<file path="src/rtl/sr_latch_ctrl.sv">
// Round-robin scheduler sharing one SR latch among NUM_CH requesters.
// Each grant runs: en setup, set pulse, hold, sample q, then release en to clear the latch.
module sr_latch_ctrl #(
    parameter int NUM_CH   = 4,
    parameter int SET_W    = 1,
    parameter int HOLD_CYC = 4,
    parameter int CNT_W    = 8
) (
    input  logic              clk,
    input  logic              rst,
    input  logic [NUM_CH-1:0] req,
    output logic [NUM_CH-1:0] grant,
    output logic              latch_set,
    output logic              latch_en,
    input  logic              latch_q,
    output logic              done,
    output logic              result,
    output logic              abort,
    output logic              stuck,
    output logic              busy
);

    localparam int IDX_W = $clog2(NUM_CH);
    localparam int SUM_W = IDX_W + 1;

    localparam logic [2:0] IDLE     = 3'd0;
    localparam logic [2:0] EN_SETUP = 3'd1;
    localparam logic [2:0] SET      = 3'd2;
    localparam logic [2:0] HOLD     = 3'd3;
    localparam logic [2:0] SAMPLE   = 3'd4;
    localparam logic [2:0] RELEASE  = 3'd5;

    logic [2:0]       state;
    logic [CNT_W-1:0] cnt;
    logic [IDX_W-1:0] ptr;
    logic [IDX_W-1:0] pick_idx;
    logic [IDX_W-1:0] cand;
    logic [IDX_W-1:0] next_ptr;
    logic [SUM_W-1:0] sum;
    logic             pick_valid;
    logic             owner_req;

    // First requesting channel at or above the pointer, wrapping around.
    always_comb begin
        pick_valid = 1'b0;
        pick_idx   = '0;
        sum        = '0;
        cand       = '0;
        for (int i = 0; i < NUM_CH; i++) begin
            sum = {1'b0, ptr} + SUM_W'(i);
            if (sum >= SUM_W'(NUM_CH)) begin
                sum = sum - SUM_W'(NUM_CH);
            end
            cand = sum[IDX_W-1:0];
            if (!pick_valid && req[cand]) begin
                pick_valid = 1'b1;
                pick_idx   = cand;
            end
        end
    end

    assign next_ptr  = (pick_idx == IDX_W'(NUM_CH - 1)) ? '0 : pick_idx + IDX_W'(1);
    assign owner_req = |(req & grant);

    always_ff @(posedge clk or negedge rst) begin
        if (!rst) begin
            state     <= IDLE;
            cnt       <= '0;
            ptr       <= '0;
            grant     <= '0;
            latch_set <= 1'b0;
            latch_en  <= 1'b0;
            done      <= 1'b0;
            result    <= 1'b0;
            abort     <= 1'b0;
            stuck     <= 1'b0;
            busy      <= 1'b0;
        end else begin
            done  <= 1'b0;
            abort <= 1'b0;
            case (state)
                IDLE: begin
                    if (pick_valid) begin
                        grant    <= NUM_CH'(1) << pick_idx;
                        latch_en <= 1'b1;
                        busy     <= 1'b1;
                        ptr      <= next_ptr;
                        state    <= EN_SETUP;
                    end
                end
                EN_SETUP: begin
                    // A latch already high before any set pulse means it failed to clear.
                    if (latch_q) begin
                        stuck <= 1'b1;
                    end
                    if (!owner_req) begin
                        grant     <= '0;
                        latch_en  <= 1'b0;
                        latch_set <= 1'b0;
                        abort     <= 1'b1;
                        cnt       <= '0;
                        state     <= RELEASE;
                    end else begin
                        latch_set <= 1'b1;
                        cnt       <= CNT_W'(SET_W - 1);
                        state     <= SET;
                    end
                end
                SET: begin
                    if (!owner_req) begin
                        grant     <= '0;
                        latch_en  <= 1'b0;
                        latch_set <= 1'b0;
                        abort     <= 1'b1;
                        cnt       <= '0;
                        state     <= RELEASE;
                    end else if (cnt == '0) begin
                        latch_set <= 1'b0;
                        cnt       <= CNT_W'(HOLD_CYC - 1);
                        state     <= HOLD;
                    end else begin
                        cnt <= cnt - CNT_W'(1);
                    end
                end
                HOLD: begin
                    if (!owner_req) begin
                        grant     <= '0;
                        latch_en  <= 1'b0;
                        latch_set <= 1'b0;
                        abort     <= 1'b1;
                        cnt       <= '0;
                        state     <= RELEASE;
                    end else if (cnt == '0) begin
                        result <= latch_q;
                        done   <= 1'b1;
                        state  <= SAMPLE;
                    end else begin
                        cnt <= cnt - CNT_W'(1);
                    end
                end
                SAMPLE: begin
                    grant    <= '0;
                    latch_en <= 1'b0;
                    state    <= RELEASE;
                end
                RELEASE: begin
                    busy  <= 1'b0;
                    cnt   <= '0;
                    state <= IDLE;
                end
                default: begin
                    grant     <= '0;
                    latch_en  <= 1'b0;
                    latch_set <= 1'b0;
                    busy      <= 1'b0;
                    cnt       <= '0;
                    state     <= IDLE;
                end
            endcase
        end
    end

endmodule

</file>
<file path="config.mk">
export PLATFORM = sky130hd
export DESIGN_NAME = sr_latch_ctrl
export DESIGN_NICKNAME = d
export VERILOG_FILES = /design/src/rtl/sr_latch_ctrl.sv
export SDC_FILE = /design/constraint.sdc
export NUM_CORES = 1
export LEC_CHECK = 0
export CAP_MARGIN = 25
export CORE_MARGIN = 2
export CORE_UTILIZATION = 54
export DETAILED_ROUTE_END_ITERATION = 7
export PLACE_DENSITY = 0.85
export SYNTH_ARGS = -nofsm -noshare
export SYNTH_HDL_FRONTEND = slang
export SYNTH_SLANG_ARGS = --single-unit
</file>
<file path="constraint.sdc">
create_clock -name clk -period 2.5 [get_ports clk]
set_clock_uncertainty 0.2 [all_clocks]
set_input_delay 0.5 -clock clk [delete_from_list [all_inputs] [get_ports clk]]
set_output_delay 0.5 -clock clk [all_outputs]
set_load 0.1 [all_outputs]
</file>
# == Word level (Yosys, flattened, before mapping) ==
# Index checks and enable logic that the tools add are counted.
# totals
regBits,24
output_inout_bits,11
word_cells,116
# classes
addsub,9
order_cmp,8
eq_ne,12
shift,1
n_mux,49
bitwise,5
reduce_logical,21
# ops
cell,count
$mux W8,4
$pmux W8 S3,1
$mux W1,18
$mux W2,9
$mux W3,6
$pmux W3 S5,1
$lt A2 B3 Y1 const B,4
$pmux W4 S3,1
$reduce_and A3 Y1,4
$ge A3 B3 Y1 const B,3
$ne A3 B3 Y1 const B,3
$bmux W1 S2,4
$logic_not A8 Y1,1
$mux W4,2
$reduce_and A2 Y1,4
$reduce_or A4 Y1,2
$sub A2 B1 Y2 const B,4
$sub A8 B1 Y8 const B,1
$add A2 B2 Y3 const B,2
$eq A3 B2 Y1 const B,2
$eq A3 B3 Y1 const B,2
$ne A2 B2 Y1 const B,3
$reduce_or A3 Y1,2
$and A4 B4 Y4,1
14 further kinds,21

# == Longest topological paths before layout ==
# Gate-level depths: netlist of run 1.
# logic_depth
depth_word,17
ltp_mapped,6
ltp_nobuf,6

# == Least setup slack after synthesis of run 1 ==
# No wires, ideal clock.
# synth_timing
kind,register to register
startpoint,register grant[0]
endpoint,register result
setup_time_ns,0.125
arrival_ns,1.908
path_slack_ns,0.266
stages_incl_launch_ff,5
cell_sequence,dfrtp_1 -> a22o_1 -> o21ai_0 -> nor2_1 -> mux2_2
# synth_via
elab_chain_len,3
# synth_rtl
element,line,rtl
start: declaration,12,"output logic [NUM_CH-1:0] grant,"
start signal: assignment,84,grant <= NUM_CH'(1) << pick_idx;
$and A4 B4 Y4,63,assign owner_req = |(req & grant);
$reduce_or A4 Y1,63,
$reduce_and A3 Y1 (no source line),--,
end signal: assignment,134,result <= latch_q;
end: declaration,17,"output logic result,"
# Every way passes these cells.
# A chain may end at the register's enable or synchronous reset.

# == Final worst setup path of run 1 ==
# layout_timing
startpoint,input port req[3]
endpoint,register grant[2]
# layout_via
elab_chain_len,15
word_cells_on_any_way,30
# layout_rtl
element,line,rtl
start: declaration,11,"input logic [NUM_CH-1:0] req,"
$bmux W1 S2,55,if (!pick_valid && req[cand]) begin
$mux W1 (not written as such),55,
$mux W1,55,
$logic_not A1 Y1,55,
$logic_and A1 B1 Y1,55,
$mux W1,55,
$logic_not A1 Y1,55,
$logic_and A1 B1 Y1,55,
$mux W1,55,
$logic_not A1 Y1,55,
$logic_and A1 B1 Y1,55,
$mux W2,55,
$shl A1 B2 Y4,84,
$mux W4,83,if (pick_valid) begin
$pmux W4 S3,81,case (state)
# Parallel ways exist; a longest one is shown, timed or not. The select of a mux whose other input is x is not followed.

==> results.md, run 1 <==
- Status: complete, no violations
- Post-synth top area share: 0.431
- Pin count of the biggest net entering global routing: 25
- Arrival time worst endpoint: 2.26 ns
- Share of flip-flops with an asynchronous set or reset: 1.00
- Unrepaired setup endpoints after global routing: false
- Area growth syn-to-layout: 18.8%
- ANT cells: 0
- Avg Cell Area, Syn: 9.82 µm²
- Post-layout minimum cycle time: approximately 2.3 ns
- Category of the most critical setup path: input port to flop
- Number of failing hold endpoints at the final stage: 0
- Count of unresolved DRC violations after routing: 0
- Netlist area before placement: roughly 1400 µm²
- Setup Slack @ Placement: -0.0688 ns
- Power per standard cell area: 1390 nW/µm²
- Number of vias per cell after detailed routing: between 6 and 7
- Final Hold Slack: 0.295 ns
- Die footprint: 3000 µm²
- Primary FF master, synth: dfrtp_1
- CTS sink cnt: 24
- Setup ws final: 0.250 ns
- Final standard cell area without fillers: approximately 1700 µm²
- Post-route ant nets: 0
- EDFF count, synth: 0
- Final wirelength: around 3300 µm
- Postcts setup bufs: 0
- Source-to-sink clock delay at the later pin of the worst-skew pair: 0.31 ns
- Inserted Clock Buffers: 3
- Top cells by count, synth: dfrtp_1 (24), nor2_1 (13), o21ai_0 (12), nand2_1 (9), inv_1 (7)
- Clk Tree Root Cell: clkbuf_4
- Biggest area consumer among synthesized cells: dfrtp_1
- Worst-margin pin slew: 0.613 ns
- Initial core utilization: 0.568
- Total of hold buffers inserted after clock tree synthesis: 0
- Net count of the mapped netlist: 155
- Placed Instances: ~200
- Detailed-routing iteration count for the pre-antenna-repair pass: 5
- TritonCTS clock tree: done
- Wire length per cell after detailed routing: about 17 µm
- Pins Over Slew Limit: 0
- Die boundary height: 54.8 µm
- Post-cts gate resize count: 0
- Final Core Density: 0.674
- Maximum capacitance violations: 0
- Number of antenna violations at the first check in global routing: 0
- First-pass GRT wire length: 5260 µm
- Drt first-iter violations: 54
- Synthesized instance count: about 140
- Unique cell type count in the Yosys netlist: 45
- Most instantiated library cell after synthesis: dfrtp_1
- Standby leakage power: 0.000731 µW
- Req. time, crit path: 2.51 ns
- Maximum level of the CTS H-tree: 1
- Vias in the first global route: 1174
- Hold/Removal Path Class: flop to flop
- Final net count: 183
- Clock Pin Slew Worst Setup and Hold Paths: 0.11 ns
- Highest Clock Rate: 0.444 GHz
- Number of endpoints failing setup at the final stage: 0
- Fraction of layout cells with a size suffix above 1: 0.250
- Placement row count: 18
- Cells taking the most area after synthesis: dfrtp_1 (43%), ha_1 (5.4%), o21ai_0 (4.3%), nor2_1 (3.5%), a211oi_1 (3.2%)
- DIE WIDTH: between 50 and 60 µm
- Vias after detailed routing: 1260
- Share of the clock period used by the worst path: 0.900
- Final weighted congestion in routability-driven placement: 0.940
- Detailed placement HPWL: between 2000 and 2500 µm
- Sort of element at the end of the critical path: flop
- Std-Cell Core Area: 2450 µm²
- Number of cells in the finished layout apart from fillers: 198
- Top-level I/O count: 18
- Total track usage: 0.251
- Remaining Overflow, GRT: 0
- Part of the Yosys area used for sequential elements: 0.431
- Worst-case vdd ir drop: 1.04 mV
- Yosys warnings: 0
- Flip-flop and latch count after synthesis: 24
- Maximum fanout encountered on the critical timing path: 5
- Port bufs: 17
- Worst relative slew slack: 0.587
- Worst-case clock buffer depth: 2
- Cell area reported after detailed placement: between 1500 and 2000 µm²
- Sort of element at the start of the critical path: input port
cell families after synthesis:
| logic type | after synthesis | synth area share |
|---|---|---|
| and+or+nand+nor | 45 | 0.181 |
| DFF | 24 | 0.431 |
| muxes | 3 | 0.0233 |
| AOI/OAI and AO/OA | 53 | 0.280 |
| adders and majority gates | 6 | 0.0539 |
| buffers and inverters | 11 | 0.0305 |
where the power goes:
group	leakage (µW)	internal, µW	total (µW)	switching, µW
clock network	0.0000138	56.4	163	106
registers	0.000310	514	682	169
logic	0.000407	482	1460	974
total	0.000731	1050	2300	1250
worst paths after layout:
path,end,cells after the start,slack [ns],from
setup / recovery,grant[2],7,0.25,req[3]
hold / removal,stuck,1,0.29,stuck
setup reg to reg,cnt[1],6,0.29,cnt[0]
hold reg to reg,stuck,1,0.29,stuck
max in group asynchronous,cnt[1],2,1.54,rst
min in group asynchronous,ptr[0],2,0.33,rst
layout make-up:
cell class                      instances  area [µm²]
Inverter                                7        26.3
Sequential cell                        24         601
Timing Repair Buffer                   27         218
Clock buffer                            3        22.5
Fill cell                             187         800
Tap cell                               30        37.5
Multi-Input combinational cell        107         751
through the flow:
stage,TNS (ns),power [µW]
detailed placement,-0.199,2130
global route,0,2450
CTS,0,2290
global placement,-0.0585,2070
floorplan,0,1770
finish,0,2300
registers in the layout, summed over array words and instances (netlist names):
register,flops
cnt,8
abort,1
busy,1
state,3
ptr,2
done,1
latch_set,1
latch_en,1
grant,4
stuck,1
result,1
layer usage:
layer,vias to the layer above,wire length [µm],global-route usage
li1,602,-,-
met1,613,1500,0.330
met2,35,1580,0.403
met3,10,130,0.0410
met4,0,72,0.113
met5,-,0,0
cell usage in the layout, fill, tap and decap left out, drive strengths merged, types with 4 or more instances in the layout:
cell type      instances
a21oi                  6
nand2                  9
a211o                  5
clkdlybuf4s50          6
buf                   21
dfrtp                 24
a32o                   4
nor2                  14
a211oi                 6
inv                    7
nor3                   6
o21ai                 13
ha                     6
worst max-delay path, stage by stage:
cell,delay [ns]
clkdlybuf4s50_1,0.55
mux2i_1,0.09
and2_0,0.15
a311oi_1,0.39
inv_1,0.14
ha_1,0.23
a32o_1,0.21
No activity file was read; power rests on OpenSTA's default activity.
==> run 2: changes to the inputs <==
- CTS_CLUSTER_SIZE: unset -> 8
- HOLD_SLACK_MARGIN: unset -> 0.06
==> results of run 2 <==
Final layout, timing and power as in run 1 (identical DEF).
==> run 3: changes to the inputs <==
- CAP_MARGIN: 25 -> unset
==> results of run 3 <==
Final layout, timing and power as in run 1 (identical DEF).
